[config.mk]
export PLATFORM = sky130hd
export DESIGN_NAME = ate_stream_flat
export DESIGN_NICKNAME = d
export VERILOG_FILES = /design/src/rtl/ate_stream_if.sv /design/src/rtl/ate_stream.sv /design/src/flat_wrapper.sv
export SDC_FILE = /design/constraint.sdc
export NUM_CORES = 1
export LEC_CHECK = 0
export ABC_AREA = 1
export BUFFER_PORTS_ARGS = -buffer_cell sky130_fd_sc_hd__buf_2
export CORE_UTILIZATION = 23
export CTS_CLUSTER_SIZE = 12
export DETAILED_ROUTE_END_ITERATION = 6
export SETUP_SLACK_MARGIN = 0.4
export SYNTH_ARGS = -nofsm -noshare
export SYNTH_HDL_FRONTEND = slang
export SYNTH_SLANG_ARGS = --single-unit
[constraint.sdc]
create_clock -name clk -period 5.4 [get_ports clk]
set_input_delay 0.54 -clock clk [delete_from_list [all_inputs] [get_ports clk]]
set_output_delay 0.54 -clock clk [all_outputs]
set_load 0.02 [all_outputs]
[src/rtl/ate_stream_if.sv]
// Pixel-in / binary-out stream bundle for ate_stream.
// The source owns the in_* side and the engine owns the out_* side.
interface ate_stream_if #(
  parameter int PIX_W = 8
);
  // Valid-only stream, no ready: a pixel is taken on every rising edge with
  // in_valid high, and each out_valid cycle carries one result the sink must
  // take. Payload is meaningful only while its valid is high; bin, threshold
  // and frame_done are held at 0 whenever out_valid is low.
  logic             in_valid;
  logic [PIX_W-1:0] pix_data;
  logic             mode;
  logic             border_en;
  logic             out_valid;
  logic             bin;
  logic [PIX_W-1:0] threshold;
  logic             frame_done;
  logic             drain_dbg;

  modport master (
    output in_valid, pix_data, mode, border_en,
    input  out_valid, bin, threshold, frame_done, drain_dbg
  );

  modport slave (
    input  in_valid, pix_data, mode, border_en,
    output out_valid, bin, threshold, frame_done, drain_dbg
  );
endinterface

[src/rtl/ate_stream.sv]
// Block-ordered adaptive threshold: accumulates one BLKxBLK block into a
// ping-pong buffer while the previous block drains as binarised pixels.
module ate_stream #(
  parameter int PIX_W    = 8,
  parameter int BLK      = 8,
  parameter int BLK_COLS = 6,
  parameter int BLK_ROWS = 4
) (
  input  logic          clk,
  input  logic          reset,
  ate_stream_if.slave   s
);

  localparam int LOG_B = $clog2(BLK);
  localparam int N     = BLK * BLK;
  localparam int IW    = 2 * LOG_B;
  localparam int SW    = PIX_W + IW;
  localparam int CW    = $clog2(BLK_COLS);
  localparam int RW    = (BLK_ROWS > 1) ? $clog2(BLK_ROWS) : 1;

  typedef enum logic {
    S_IDLE  = 1'b0,
    S_DRAIN = 1'b1
  } drain_state_t;

  // ---------------- accept-side position counters ----------------
  logic [IW-1:0] pix_idx_q;
  logic [CW-1:0] blk_col_q;
  logic [RW-1:0] blk_row_q;
  logic          wr_bank_q;

  logic pix_last;
  logic col_last;
  logic row_last;
  logic blk_done;

  always_comb begin
    pix_last = (pix_idx_q == IW'(N - 1));
    col_last = (blk_col_q == CW'(BLK_COLS - 1));
    row_last = (blk_row_q == RW'(BLK_ROWS - 1));
    blk_done = s.in_valid && pix_last;
  end

  always_ff @(posedge clk or posedge reset) begin
    if (reset) begin
      pix_idx_q <= '0;
      blk_col_q <= '0;
      blk_row_q <= '0;
      wr_bank_q <= 1'b0;
    end else if (s.in_valid) begin
      pix_idx_q <= pix_idx_q + IW'(1);
      if (pix_last) begin
        wr_bank_q <= ~wr_bank_q;
        if (col_last) begin
          blk_col_q <= '0;
          blk_row_q <= row_last ? '0 : blk_row_q + RW'(1);
        end else begin
          blk_col_q <= blk_col_q + CW'(1);
        end
      end
    end
  end

  // ---------------- ping-pong pixel buffer ----------------
  // The bank being drained is always the one not being written, so no
  // read/write arbitration is needed.
  logic [PIX_W-1:0] pix_buf [2*N];

  always_ff @(posedge clk) begin
    if (s.in_valid) begin
      pix_buf[{wr_bank_q, pix_idx_q}] <= s.pix_data;
    end
  end

  // ---------------- running block statistics ----------------
  logic [PIX_W-1:0] min_q, max_q, min_n, max_n;
  logic [SW-1:0]    sum_q, sum_n;
  logic             first_pix;

  always_comb begin
    first_pix = (pix_idx_q == '0);
    min_n     = min_q;
    max_n     = max_q;
    sum_n     = sum_q;
    if (first_pix || (s.pix_data < min_q)) min_n = s.pix_data;
    if (first_pix || (s.pix_data > max_q)) max_n = s.pix_data;
    sum_n = (first_pix ? '0 : sum_q) + SW'(s.pix_data);
  end

  always_ff @(posedge clk or posedge reset) begin
    if (reset) begin
      min_q <= '0;
      max_q <= '0;
      sum_q <= '0;
    end else if (s.in_valid) begin
      min_q <= min_n;
      max_q <= max_n;
      sum_q <= sum_n;
    end
  end

  // ---------------- threshold of the completing block ----------------
  // Both forms round half up; the mean one-bit headroom keeps the +N/2
  // from overflowing before the shift.
  logic [PIX_W-1:0] mid_thr;
  logic [PIX_W-1:0] mean_thr;
  logic             blk_border;
  logic [PIX_W-1:0] blk_thr;

  always_comb begin
    mid_thr    = PIX_W'(({1'b0, min_n} + {1'b0, max_n} + (PIX_W+1)'(1)) >> 1);
    mean_thr   = PIX_W'(({1'b0, sum_n} + (SW+1)'(N / 2)) >> IW);
    blk_border = s.border_en && ((blk_col_q == '0) || col_last);
    blk_thr    = blk_border ? '0 : (s.mode ? mean_thr : mid_thr);
  end

  // ---------------- drain FSM ----------------
  drain_state_t     state_q, state_n;
  logic [IW-1:0]    rd_idx_q;
  logic [PIX_W-1:0] drain_thr_q;
  logic             drain_sup_q;
  logic             drain_eof_q;
  logic [PIX_W-1:0] rd_data;
  logic             rd_last;

  always_ff @(posedge clk or posedge reset) begin
    if (reset) begin
      state_q <= S_IDLE;
    end else begin
      state_q <= state_n;
    end
  end

  always_comb begin
    state_n      = state_q;
    rd_last      = (rd_idx_q == IW'(N - 1));
    rd_data      = pix_buf[{~wr_bank_q, rd_idx_q}];
    s.out_valid  = 1'b0;
    s.bin        = 1'b0;
    s.threshold  = '0;
    s.frame_done = 1'b0;
    s.drain_dbg  = (state_q == S_DRAIN);
    case (state_q)
      S_IDLE: begin
        if (blk_done) state_n = S_DRAIN;
      end
      S_DRAIN: begin
        s.out_valid  = 1'b1;
        s.bin        = !drain_sup_q && (rd_data >= drain_thr_q);
        s.threshold  = drain_thr_q;
        s.frame_done = drain_eof_q && rd_last;
        // A block completing on the final drain cycle chains straight on.
        if (rd_last && !blk_done) state_n = S_IDLE;
      end
      default: state_n = S_IDLE;
    endcase
  end

  always_ff @(posedge clk or posedge reset) begin
    if (reset) begin
      rd_idx_q    <= '0;
      drain_thr_q <= '0;
      drain_sup_q <= 1'b0;
      drain_eof_q <= 1'b0;
    end else if (blk_done) begin
      rd_idx_q    <= '0;
      drain_thr_q <= blk_thr;
      drain_sup_q <= blk_border;
      drain_eof_q <= col_last && row_last;
    end else if (state_q == S_DRAIN) begin
      rd_idx_q <= rd_idx_q + IW'(1);
    end
  end

endmodule

[src/flat_wrapper.sv]
// flat-port wrapper written by rule: the top's interface ports become plain ports
module ate_stream_flat 
#(
  parameter int PIX_W    = 8,
  parameter int BLK      = 8,
  parameter int BLK_COLS = 6,
  parameter int BLK_ROWS = 4
)
  (clk, reset, s_in_valid, s_pix_data, s_mode, s_border_en, s_out_valid, s_bin, s_threshold, s_frame_done, s_drain_dbg);
  ate_stream_if #(.PIX_W(PIX_W)) s_i ();
  input  logic clk;
  input  logic reset;
  input wire logic [$bits(s_i.in_valid)-1:0] s_in_valid;
  input wire logic [$bits(s_i.pix_data)-1:0] s_pix_data;
  input wire logic [$bits(s_i.mode)-1:0] s_mode;
  input wire logic [$bits(s_i.border_en)-1:0] s_border_en;
  output wire logic [$bits(s_i.out_valid)-1:0] s_out_valid;
  output wire logic [$bits(s_i.bin)-1:0] s_bin;
  output wire logic [$bits(s_i.threshold)-1:0] s_threshold;
  output wire logic [$bits(s_i.frame_done)-1:0] s_frame_done;
  output wire logic [$bits(s_i.drain_dbg)-1:0] s_drain_dbg;
  assign s_i.in_valid = s_in_valid;
  assign s_i.pix_data = s_pix_data;
  assign s_i.mode = s_mode;
  assign s_i.border_en = s_border_en;
  assign s_out_valid = s_i.out_valid;
  assign s_bin = s_i.bin;
  assign s_threshold = s_i.threshold;
  assign s_frame_done = s_i.frame_done;
  assign s_drain_dbg = s_i.drain_dbg;
  ate_stream #(.PIX_W(PIX_W), .BLK(BLK), .BLK_COLS(BLK_COLS), .BLK_ROWS(BLK_ROWS)) u_core (.clk(clk), .reset(reset), .s(s_i));
endmodule
==> flow_summary_export.csv <==
group,metric,value,unit
run_status,status,"complete, but fails checks",
run_status,violations,"design-rule violations",
synth,yosys-top-cells-area,"edfxtp_1, o21ai_0, nor2_1, o22ai_1, dfrtp_1",
global_routing,grt_pass1_vias,28900,
power,leakagePower,17.1,nW
placement,dp_hpwl,71800,um
timing,post-route-min-period,4.94,ns
power,pwr-share-comb,39.4,%
synth,yosysMostFrequentCell,"edfxtp_1",
clocking,clk_pin_slew,0.06,ns
synth,synth_compound_area_share,13.0,%
drt,drt_wl_total,128000,um
global_routing,grt_use_total,12.1,%
cells_and_area,antenna_cells,0,
synth,synthesis.yosys.warnings,0,
worst_setup_path,timing.rr.end,"u_core.drain_thr_q[5]",
synth,syn_inst,3780,
worst_setup_path,endpoint_kind,"primary output",
power,power_density,544,nW/um^2
floorplanning,io_pins,25,
synth,yosys.area.top_type_share,68.2,%
floorplanning,core,195000,um^2
drt,drt_iter0_drc,3583,
drt,detail-route-antenna-nets,0,
clocking,cts_num_sinks,1083,
worst_setup_path,critPathKind,"reg -> out",
cells_and_area,fill_cells,20000,
clocking,htreeDepth,3,
floorplanning,die_h,445,um
synth,synth_seq_area_share,71.5,%
synth,async_flop_share,5.45,%
cells_and_area,multi_input_area,11400,um^2
timing,holdWs,0.0597,ns
power,p_switching,11.2,mW
synth,synth_area_per_cell,11.9,um^2
cells_and_area,seq_area,32200,um^2
clocking,cts_tree,"yes",
cells_and_area,drive_gt1_share,8.85,%
synth,yosys.area.top_type,"edfxtp_1",
timing,rsz0062_at_grt,"no",
global_routing,grt-ovfl-total,0,
drt,drc_errors,2,
synth,yosys.area_share.adder,1.26,%
synth,synthDistinctLibCells,43,
timing,tns,0,ns
timing,finalMaxSlewViolations,0,
power,p_clk_share,25.8,%
timing,finalHoldViolations,0,
placement,gp_congestion,0.877,
timing,slew-limit-headroom,21.7,%
placement,numPortBuffers,24,
global_routing,antenna_found_initial,2,
synth,yosys-mux-area-fraction,0.0333,%
worst_setup_path,r2r-start,"u_core.pix_idx_q[0]",
global_routing,grt_pass1_wl,186000,um
timing,setup_viol,0,
drt,wl_per_cell,19.7,um
floorplanning,rows,162,
run,max-cap-violations,0,
worst_setup_path,cp_max_fo,69,
worst_setup_path,cp.arrival,4.40,ns
global_routing,grt_max_degree,139,
worst_setup_path,regToRegSetupSlack,1.57,ns
worst_hold_path,hold_class,"in -> async",
synth,synth_nets,3837,
drt,viasPerCell,4.67,
cells_and_area,syn2layout_area_growth,16.1,%
synth,synth_top_family_by_area,"compound AO/OA/AOI/OAI gates",
clocking,cts_inserted_buffers,111,
timing,final.setup.worst_slack,0.462,ns
power,p_seq_share,34.7,%
worst_setup_path,cp-start-kind,"register",
clocking,worstSkewPairLatency,0.69,ns
timing,max_slew.worst_pin.slew,1.17,ns
floorplanning,design.die.area,198000,um^2
worst_setup_path,reg2regPathDepth,15,
power,switching_share,39.5,%
synth,ys.flop_type,"edfxtp_1",
cells_and_area,finalNetCount,3842,
power,internal-power,17.2,mW
timing,period_share,91.4,%
synth,synth_commonest_cells,"edfxtp_1, nor2_1, o21ai_0",
synth,netlist_area,45100,um^2
synth,synth_xor_area_share,0.305,%
synth,synth_edf_count,1024,
floorplanning,die_w,445,um
worst_setup_path,worstPathRequired,4.86,ns
synth,synth_seq_cells,1083,
timing,finalClockSkew,0.0378,ns
drt,drtPass1Iterations,7,
floorplanning,start_util,23.1,%
drt,vias,30300,
synth,synthSimpleGateAreaFrac,10.3,%
timing,fmax,0.203,GHz
power,worst_ir_drop_vdd,0.000331,V
placement,place_ws,0.969,ns
clocking,clk_path_buf_depth,3,
clocking,cts_root_buffer,"clkbuf_16",
## logic make-up (layout without fill, tap and decap cells)
group                      count (synthesis)  after routing
AOI/OAI and AO/OA                       1082           1082
xor gates and xnor gates                  14             14
adders and majority gates                 44             44
buffers and inverters                    374            457
DFF                                     1083           1083
muxes                                      1              1
and+or+nand+nor                         1182           1182
## layer usage
metal / GRT usage [%] / share of wire (%) / vias to the layer above
li1: - / - / 13700
met1: 16.4 / 42 / 15000
met2: 19.3 / 46 / 1360
met3: 2.54 / 9.2 / 203
met4: 3.80 / 2.7 / 0
met5: 0 / 0 / -
## critical path, cell delays in order (launching register included)
cell	delay (ns)
dfrtp_4	0.58
buf_12	0.18
bufbuf_16	0.36
nor2_1	0.14
o22ai_1	0.08
o21ai_0	0.19
o22ai_1	0.18
o21ai_0	0.46
o22ai_1	0.13
nand2_1	0.11
nand2_1	0.06
ha_1	0.27
nand2_1	0.06
nor2_1	0.14
nand4_1	0.09
o2111ai_1	0.10
buf_4	0.17
nand3_1	0.13
inv_1	0.10
buf_2	0.16
## stage by stage
stage	cell area [um^2]	power [mW]	util, %	std cells
5_1_grt	52300	29.8	26.9	6487
2_1_floorplan	45100	16.5	-	3780
4_1_cts	51900	27.8	26.6	6470
3_3_place_gp	48300	20.3	24.8	6275
3_5_place_dp	48300	20.3	24.8	6275
6_report	52300	28.5	26.9	6487
## how the worst max path moves through the flow
stage,start,cells after the start,slack [ns],end
final,u_core.rd_idx_q[0],19,0.46,s_bin
after global routing,u_core.rd_idx_q[0],19,0.40,s_bin
after CTS,u_core.rd_idx_q[1],20,0.41,s_bin
after detailed placement,u_core.rd_idx_q[0],20,0.97,s_bin
after global placement,u_core.rd_idx_q[0],20,0.92,s_bin
after floorplan,s_pix_data[7],18,2.16,u_core.drain_thr_q[5]
## cells in the final DEF, fill, tap and decap left out, drive strengths merged
cell | synthesis | layout
edfxtp | 1024 | 1024
inv | 125 | 128
xor2 | 11 | 11
o21a | 1 | 1
o32ai | 3 | 3
o2111ai | 1 | 1
nand3b | 2 | 2
xnor2 | 3 | 3
ha | 42 | 42
nand4 | 9 | 9
bufbuf | 0 | 2
a31oi | 3 | 3
a211o | 1 | 1
fa | 2 | 2
bufinv | 0 | 7
or2 | 2 | 2
a21o | 1 | 1
a211oi | 1 | 1
nor3 | 13 | 13
clkbuf | 155 | 154
nor2 | 817 | 817
dfrtp | 59 | 59
a21oi | 48 | 48
o31ai | 5 | 5
nor4 | 5 | 5
o22ai | 316 | 316
buf | 94 | 132
o21ai | 701 | 701
mux2 | 1 | 1
clkinv | 0 | 34
nand3 | 55 | 55
nand2 | 279 | 279
a22oi | 1 | 1
## area by class of cell
type	instances	area share (%)
flip-flops and latches	1083	61.6
multi-input cells	2323	21.8
well taps	2624	6.28
clock buffers	149	5.76
repair buffers	139	2.79
inverters	125	0.993
clock inverters	42	0.727
repair inverters	2	0.0431
## power groups by stage
| stage | registers [mW] | clock network [mW] | logic (mW) |
|---|---|---|---|
| 2_1_floorplan | 9.86 | 0 | 6.64 |
| 3_5_place_dp | 10.1 | 0 | 10.3 |
| 5_1_grt | 9.92 | 7.73 | 12.1 |
| 3_3_place_gp | 10.0 | 0 | 10.2 |
| 4_1_cts | 9.91 | 7.43 | 10.5 |
| 6_report | 9.88 | 7.35 | 11.2 |
## repair_timing
action                     CTS  global route
setup endpoints to repair    1             1
hold buffers                 0             0
cloned                       2             7
resized for setup           13            55
setup buffers                2            10
pin swaps                    0             5
## state kept, by name, summed over array words and instances (netlist names), named ones only
signal and flops:
u_core.drain_eof_q 1, u_core.rd_idx_q 6, u_core.drain_thr_q 8, u_core.blk_row_q 2, u_core.min_q 8, u_core.blk_col_q 3, u_core.s.drain_dbg 1, u_core.pix_idx_q 6
u_core.sum_q 14, u_core.pix_buf 1024, u_core.wr_bank_q 1, u_core.max_q 6, u_core.drain_sup_q 1
Note: power is estimated with default switching activity, not from simulation.
